File: config.mk
export PLATFORM = sky130hd
export DESIGN_NAME = sram_march_bist
export DESIGN_NICKNAME = d
export VERILOG_FILES = /design/src/rtl/sram_march_bist.sv
export SDC_FILE = /design/constraint.sdc
export NUM_CORES = 1
export LEC_CHECK = 0
export ABC_CLOCK_PERIOD_IN_PS = 3100
export BUFFER_PORTS_ARGS = -buffer_cell sky130_fd_sc_hd__buf_2
export CORE_MARGIN = 4
export CORE_UTILIZATION = 47
export DETAILED_ROUTE_END_ITERATION = 16
export PLACE_DENSITY = 0.78
export SLEW_MARGIN = 20
export SYNTH_ARGS = -nofsm -noshare
export SYNTH_HDL_FRONTEND = slang
export SYNTH_SLANG_ARGS = --single-unit
File: constraint.sdc
create_clock -name clk -period 3.1 [get_ports clk]
set_clock_uncertainty 0.2 [all_clocks]
set_input_delay 0.62 -clock clk [delete_from_list [all_inputs] [get_ports clk]]
set_output_delay 0.62 -clock clk [all_outputs]
set_load 0.03 [all_outputs]
File: src/rtl/sram_march_bist.sv
// March C- self-test engine for a single-port SRAM; optional first-fail log built when SRAM_BIST_FAILLOG_EN is defined.
// Latency: N*(1 + 4*(2+READ_LAT) + (1+READ_LAT)) cycles from first write to done; a mismatch ends the run the next cycle.
// Backpressure: none; start is a one-cycle request honoured only in IDLE, ignored while busy or in the DONE cycle.
module sram_march_bist #(
    parameter int ADDR_W   = 5,
    parameter int DATA_W   = 9,
    parameter int MASK_W   = 4,
    parameter int READ_LAT = 1
) (
    input  logic              clk,
    input  logic              rst_n,
    input  logic              start,
    output logic              busy,
    output logic              done,
    output logic              pass,
    output logic [ADDR_W-1:0] fail_addr,
    output logic [DATA_W-1:0] fail_exp,
    output logic [DATA_W-1:0] fail_obs,
    output logic              csb0,
    output logic              web0,
    output logic [MASK_W-1:0] wmask0,
    output logic              spare_wen0,
    output logic [ADDR_W-1:0] addr0,
    output logic [DATA_W-1:0] din0,
    input  logic [DATA_W-1:0] dout0
);

    typedef enum logic [2:0] {IDLE, WR, RD, RWAIT, DONE} state_t;

    localparam logic [ADDR_W-1:0] ADDR_MAX = '1;
    localparam logic [ADDR_W-1:0] ADDR_ONE = ADDR_W'(1);
    localparam logic [1:0]        LAT_LAST = 2'(READ_LAT - 1);

    state_t            state, state_nx;
    logic [2:0]        elem, elem_nx;
    logic [ADDR_W-1:0] addr, addr_nx;
    logic [1:0]        lat_cnt, lat_nx;
    logic              busy_nx, done_nx, pass_nx;

    logic              elem_down, elem_last, rd_ok;
    logic [2:0]        elem_adv;
    logic [ADDR_W-1:0] addr_adv;
    logic [DATA_W-1:0] wr_bg, rd_bg;

    // E3/E4 walk downwards; backgrounds alternate D0/D1 per element
    assign elem_down = (elem == 3'd3) || (elem == 3'd4);
    assign elem_last = elem_down ? (addr == '0) : (addr == ADDR_MAX);
    assign elem_adv  = elem + 3'd1;
    assign wr_bg     = {DATA_W{(elem == 3'd1) || (elem == 3'd3)}};
    assign rd_bg     = {DATA_W{(elem == 3'd2) || (elem == 3'd4)}};
    assign rd_ok     = (dout0 == rd_bg);

    // On wrap, the next element starts at the top when it is a down element
    assign addr_adv = elem_last ? (((elem_adv == 3'd3) || (elem_adv == 3'd4)) ? ADDR_MAX : '0)
                                : (elem_down ? addr - ADDR_ONE : addr + ADDR_ONE);

    always_comb begin
        state_nx = state;
        elem_nx  = elem;
        addr_nx  = addr;
        lat_nx   = lat_cnt;
        busy_nx  = busy;
        done_nx  = done;
        pass_nx  = pass;
        case (state)
            IDLE: begin
                if (start) begin
                    state_nx = WR;
                    elem_nx  = 3'd0;
                    addr_nx  = '0;
                    busy_nx  = 1'b1;
                    done_nx  = 1'b0;
                    pass_nx  = 1'b0;
                end
            end
            WR: begin
                addr_nx = addr_adv;
                if (elem_last) elem_nx = elem_adv;
                state_nx = ((elem == 3'd0) && !elem_last) ? WR : RD;
            end
            RD: begin
                state_nx = RWAIT;
                lat_nx   = 2'd0;
            end
            RWAIT: begin
                if (lat_cnt != LAT_LAST) begin
                    lat_nx = lat_cnt + 2'd1;
                end else if (!rd_ok) begin
                    state_nx = DONE;
                    busy_nx  = 1'b0;
                    done_nx  = 1'b1;
                    pass_nx  = 1'b0;
                end else if (elem != 3'd5) begin
                    state_nx = WR;
                end else if (elem_last) begin
                    state_nx = DONE;
                    busy_nx  = 1'b0;
                    done_nx  = 1'b1;
                    pass_nx  = 1'b1;
                end else begin
                    addr_nx  = addr_adv;
                    state_nx = RD;
                end
            end
            DONE:    state_nx = IDLE;
            default: state_nx = IDLE;
        endcase
    end

    always_ff @(posedge clk or negedge rst_n) begin
        if (!rst_n) begin
            state   <= IDLE;
            elem    <= 3'd0;
            addr    <= '0;
            lat_cnt <= 2'd0;
            busy    <= 1'b0;
            done    <= 1'b0;
            pass    <= 1'b0;
        end else begin
            state   <= state_nx;
            elem    <= elem_nx;
            addr    <= addr_nx;
            lat_cnt <= lat_nx;
            busy    <= busy_nx;
            done    <= done_nx;
            pass    <= pass_nx;
        end
    end

    assign csb0       = !((state == WR) || (state == RD));
    assign web0       = (state != WR);
    assign addr0      = addr;
    assign din0       = wr_bg;
    assign wmask0     = '1;
    assign spare_wen0 = 1'b0;

`ifdef SRAM_BIST_FAILLOG_EN
    logic cap_en, clr_fail;
    assign cap_en   = (state == RWAIT) && (lat_cnt == LAT_LAST) && !rd_ok;
    assign clr_fail = (state == IDLE) && start;

    always_ff @(posedge clk or negedge rst_n) begin
        if (!rst_n) begin
            fail_addr <= '0;
            fail_exp  <= '0;
            fail_obs  <= '0;
        end else if (clr_fail) begin
            fail_addr <= '0;
            fail_exp  <= '0;
            fail_obs  <= '0;
        end else if (cap_en) begin
            fail_addr <= addr;
            fail_exp  <= rd_bg;
            fail_obs  <= dout0;
        end
    end
`else
    assign fail_addr = '0;
    assign fail_exp  = '0;
    assign fail_obs  = '0;
`endif

endmodule

==> results.sh <==
export IMPL_drt_iter0_markers=27
export IMPL_internal_power_uw=466
export IMPL_grt_pass1_vias=1058
export IMPL_p_per_area_mw_per_mm2=596
export IMPL_synth_top_family_by_area="buffers and inverters"
export IMPL_ys_top_cells_by_area="dfrtp_1 27%, buf_4 18%, ha_1 6.8%, mux2i_1 5.4%, a21oi_1 3.0%"
export IMPL_die_area_mm2=0.00411
export IMPL_synth_compound_area_share_pct=17.8
export IMPL_fillCellCount=314
export IMPL_rows=20
export IMPL_start_util_pct=48.8
export IMPL_slowest_delay_ns=0.41
export IMPL_max_slew_margin_pct=65.6
export IMPL_synth_edf_count=0
export IMPL_tritoncts="built"
export IMPL_arrival_ns=2.77
export IMPL_cap_viol_max_count=0
export IMPL_path_max_fanout=6
export IMPL_register_area_um2=400
export IMPL_worstSkewPairLatency_ns=0.29
export IMPL_cts_sinks=16
export IMPL_grtUsageTotal_pct=13.8
export IMPL_worst_pin_slew_ns=0.510
export IMPL_io_buffers=30
export IMPL_worst_setup_path_end_kind="flop"
export IMPL_crit_required_ns=3.06
export IMPL_cts_hold_buf=0
export IMPL_switching_power_uw=444
export IMPL_finalMaxSlewViolations=0
export IMPL_syn_cell_area_mm2=0.00148
export IMPL_pwr_share_clk_pct=12.2
export IMPL_period_share_pct=90.5
export IMPL_syn_inst=171
export IMPL_cts_resized=0
export IMPL_cts_buffer_depth=2
export IMPL_viasPerCell=4.98
export IMPL_synthMuxAreaShare_pct=5.41
export IMPL_postCtsSetupRepairBufs=0
export IMPL_multi_input_area_um2=838
export IMPL_synth_cell_type_count=42
export IMPL_ioPinCount=59
export IMPL_ys_flop_type="dfrtp_1"
export IMPL_grt_pass1_wl_um=4580
export IMPL_crit_type="reg -> reg"
export IMPL_final_hold_violation_count=0
export IMPL_layout_drive_gt1_share_pct=20.4
export IMPL_setup_viol=0
export IMPL_synthAdderAreaFrac_pct=8.12
export IMPL_yosys_warnings=0
export IMPL_dpl_cell_area_mm2=0.00150
export IMPL_grt_overflow_total=0
export IMPL_first_pass_iters=4
export IMPL_pwr_share_seq_pct=33.8
export IMPL_ys_seq_elements=16
export IMPL_final_nets=214
export IMPL_crit_path_cell_trace="inv_1, ha_1, mux2i_2, inv_1, ha_1, a21oi_1, nand3_1, nor2b_1, o311ai_0, a22oi_2"
export IMPL_stdcell_area_mm2=0.00153
export IMPL_status="finished clean"
export IMPL_grt_max_degree=17
export IMPL_area_delta_synth_final_pct=3.21
export IMPL_dieWidth_um=64.1
export IMPL_synthSimpleGateAreaFrac_pct=16.2
export IMPL_grt_setup_unrepaired="no"
export IMPL_grt_antenna_before_repair=0
export IMPL_max_freq_mhz=356
export IMPL_routed_wirelength_um=2920
export IMPL_die_y_um=64.1
export IMPL_yosysTopAreaCellShare_pct=27.1
export IMPL_setup_tns_ns=0
export IMPL_startpoint_type="flop"
export IMPL_reg2reg_depth=10
export IMPL_ys_seq_area_share_pct=27.1
export IMPL_cts_made_buffers=3
export IMPL_dp_hpwl_um=2330
export IMPL_hold_path_class="in -> async"
export IMPL_avgRoutedWirePerCell_um=12.4
export IMPL_h_tree_depth=1
export IMPL_yosysTopAreaCell="dfrtp_1"
export IMPL_vias=1170
export IMPL_synth_xor_area_share_pct=1.78
export IMPL_critPathSlowestCell="dfrtp_1"
export IMPL_gp_congestion=0.858
export IMPL_drc=0
export IMPL_peakVddDrop_mv=0.599
export IMPL_clockRootBuffer="clkbuf_4"
export IMPL_async_reset_ff_share_pct=100
export IMPL_clk_pin_slew_ns=0.10
export IMPL_post_synth_top_count_cell="buf_4"
export IMPL_ant_nets=0
export IMPL_core_region_area_mm2=0.00303
export IMPL_comb_power_share_pct=54.0
export IMPL_p_leak_uw=0.000805
export IMPL_swShare_pct=48.8
export IMPL_min_period_ns=2.81
export IMPL_avgSynthCellArea_um2=8.65
export IMPL_synth_common_cells="36 x buf_4, 16 x dfrtp_1, 12 x inv_1"
export IMPL_insertedDiodeCount=0
==> worst max-delay path: cells and delay by family (launching register included) <==
| kind | cells | cell delay [ns] |
|---|---|---|
| AOI/OAI and AO/OA | 3 | 0.69 |
| buffers and inverters | 2 | 0.28 |
| adders and majority gates | 2 | 0.60 |
| DFF | 1 | 0.41 |
| muxes | 1 | 0.24 |
| and+or+nand+nor | 2 | 0.25 |
==> final cells by class <==
type                            instances  share of cell area, %
Timing Repair Buffer                   32                   10.8
Clock buffer                            3                   1.48
Inverter                               12                   2.95
Tap cell                               44                   3.61
Sequential cell                        16                   26.2
Multi-Input combinational cell        128                   54.9
==> metrics by stage <==
stage	utilization [%]	cells	hold WS (ns)	setup WS (ns)	total power, uW
finish	50.4	235	0.0309	0.293	910
global route	50.4	235	0.0542	0.0543	973
CTS	50.3	235	0.0366	0.240	911
detailed placement	49.5	232	0.289	0.275	802
global placement	49.5	232	0.255	0.360	795
floorplan	-	197	0.124	0.496	709
==> placed cells by master (no fill, tap or decap), types with 2 or more instances in the layout <==
master | Yosys | routed
a211o_1 | 2 | 2
a21o_1 | 3 | 3
a21oi_1 | 9 | 9
and2_1 | 2 | 2
buf_2 | 0 | 30
buf_4 | 36 | 2
clkbuf_4 | 0 | 3
conb_1 | 2 | 28
dfrtp_1 | 16 | 16
ha_1 | 8 | 8
inv_1 | 12 | 12
mux2i_1 | 8 | 7
nand2_1 | 8 | 8
nand2b_1 | 3 | 3
nand3_1 | 4 | 4
nand4_1 | 3 | 3
nor2_1 | 8 | 8
nor2b_1 | 2 | 2
nor3_1 | 4 | 4
nor4b_1 | 2 | 2
o211ai_1 | 5 | 5
o21ai_0 | 6 | 6
o311ai_0 | 2 | 2
or3_1 | 2 | 2
xor2_1 | 2 | 2
==> registers in the layout (all words and copies together) (netlist names) <==
register / cells
done: 1
addr0: 5
busy: 1
lat_cnt: 2
state: 3
pass: 1
elem: 3
==> routing by layer <==
metal  global-route usage (%)  up-vias  routed length, um
li1                         -      576                  -
met1                     17.7      544               1250
met2                     22.8       46               1430
met3                     3.34        4                204
met4                     4.22        0                 34
met5                        0        -                  0
==> path summary, 6_finish.rpt <==
kind	start	endpoint	slack, ns
max	elem[0]	addr0[4]	0.29
max reg2reg	elem[0]	addr0[4]	0.29
min in group clk	lat_cnt[1]	lat_cnt[1]	0.30
min	rst_n	elem[2]	0.03
max in group asynchronous	rst_n	lat_cnt[1]	2.38
min reg2reg	lat_cnt[1]	lat_cnt[1]	0.30
==> cell families after synthesis <==
family / Yosys count
buf+inv: 53
simple gates: 44
compound gates: 36
flops: 16
fa+ha+maj: 9
mux: 8
xor+xnor: 3
other cells: 2
==> power by group through the flow <==
stage / registers, uW / logic [uW] / clock network, uW
detailed placement: 312 / 490 / 0
CTS: 307 / 492 / 112
global placement: 311 / 484 / 0
global route: 318 / 539 / 117
finish: 307 / 492 / 111
floorplan: 338 / 371 / 0
Note: power is estimated with default switching activity, not from simulation.
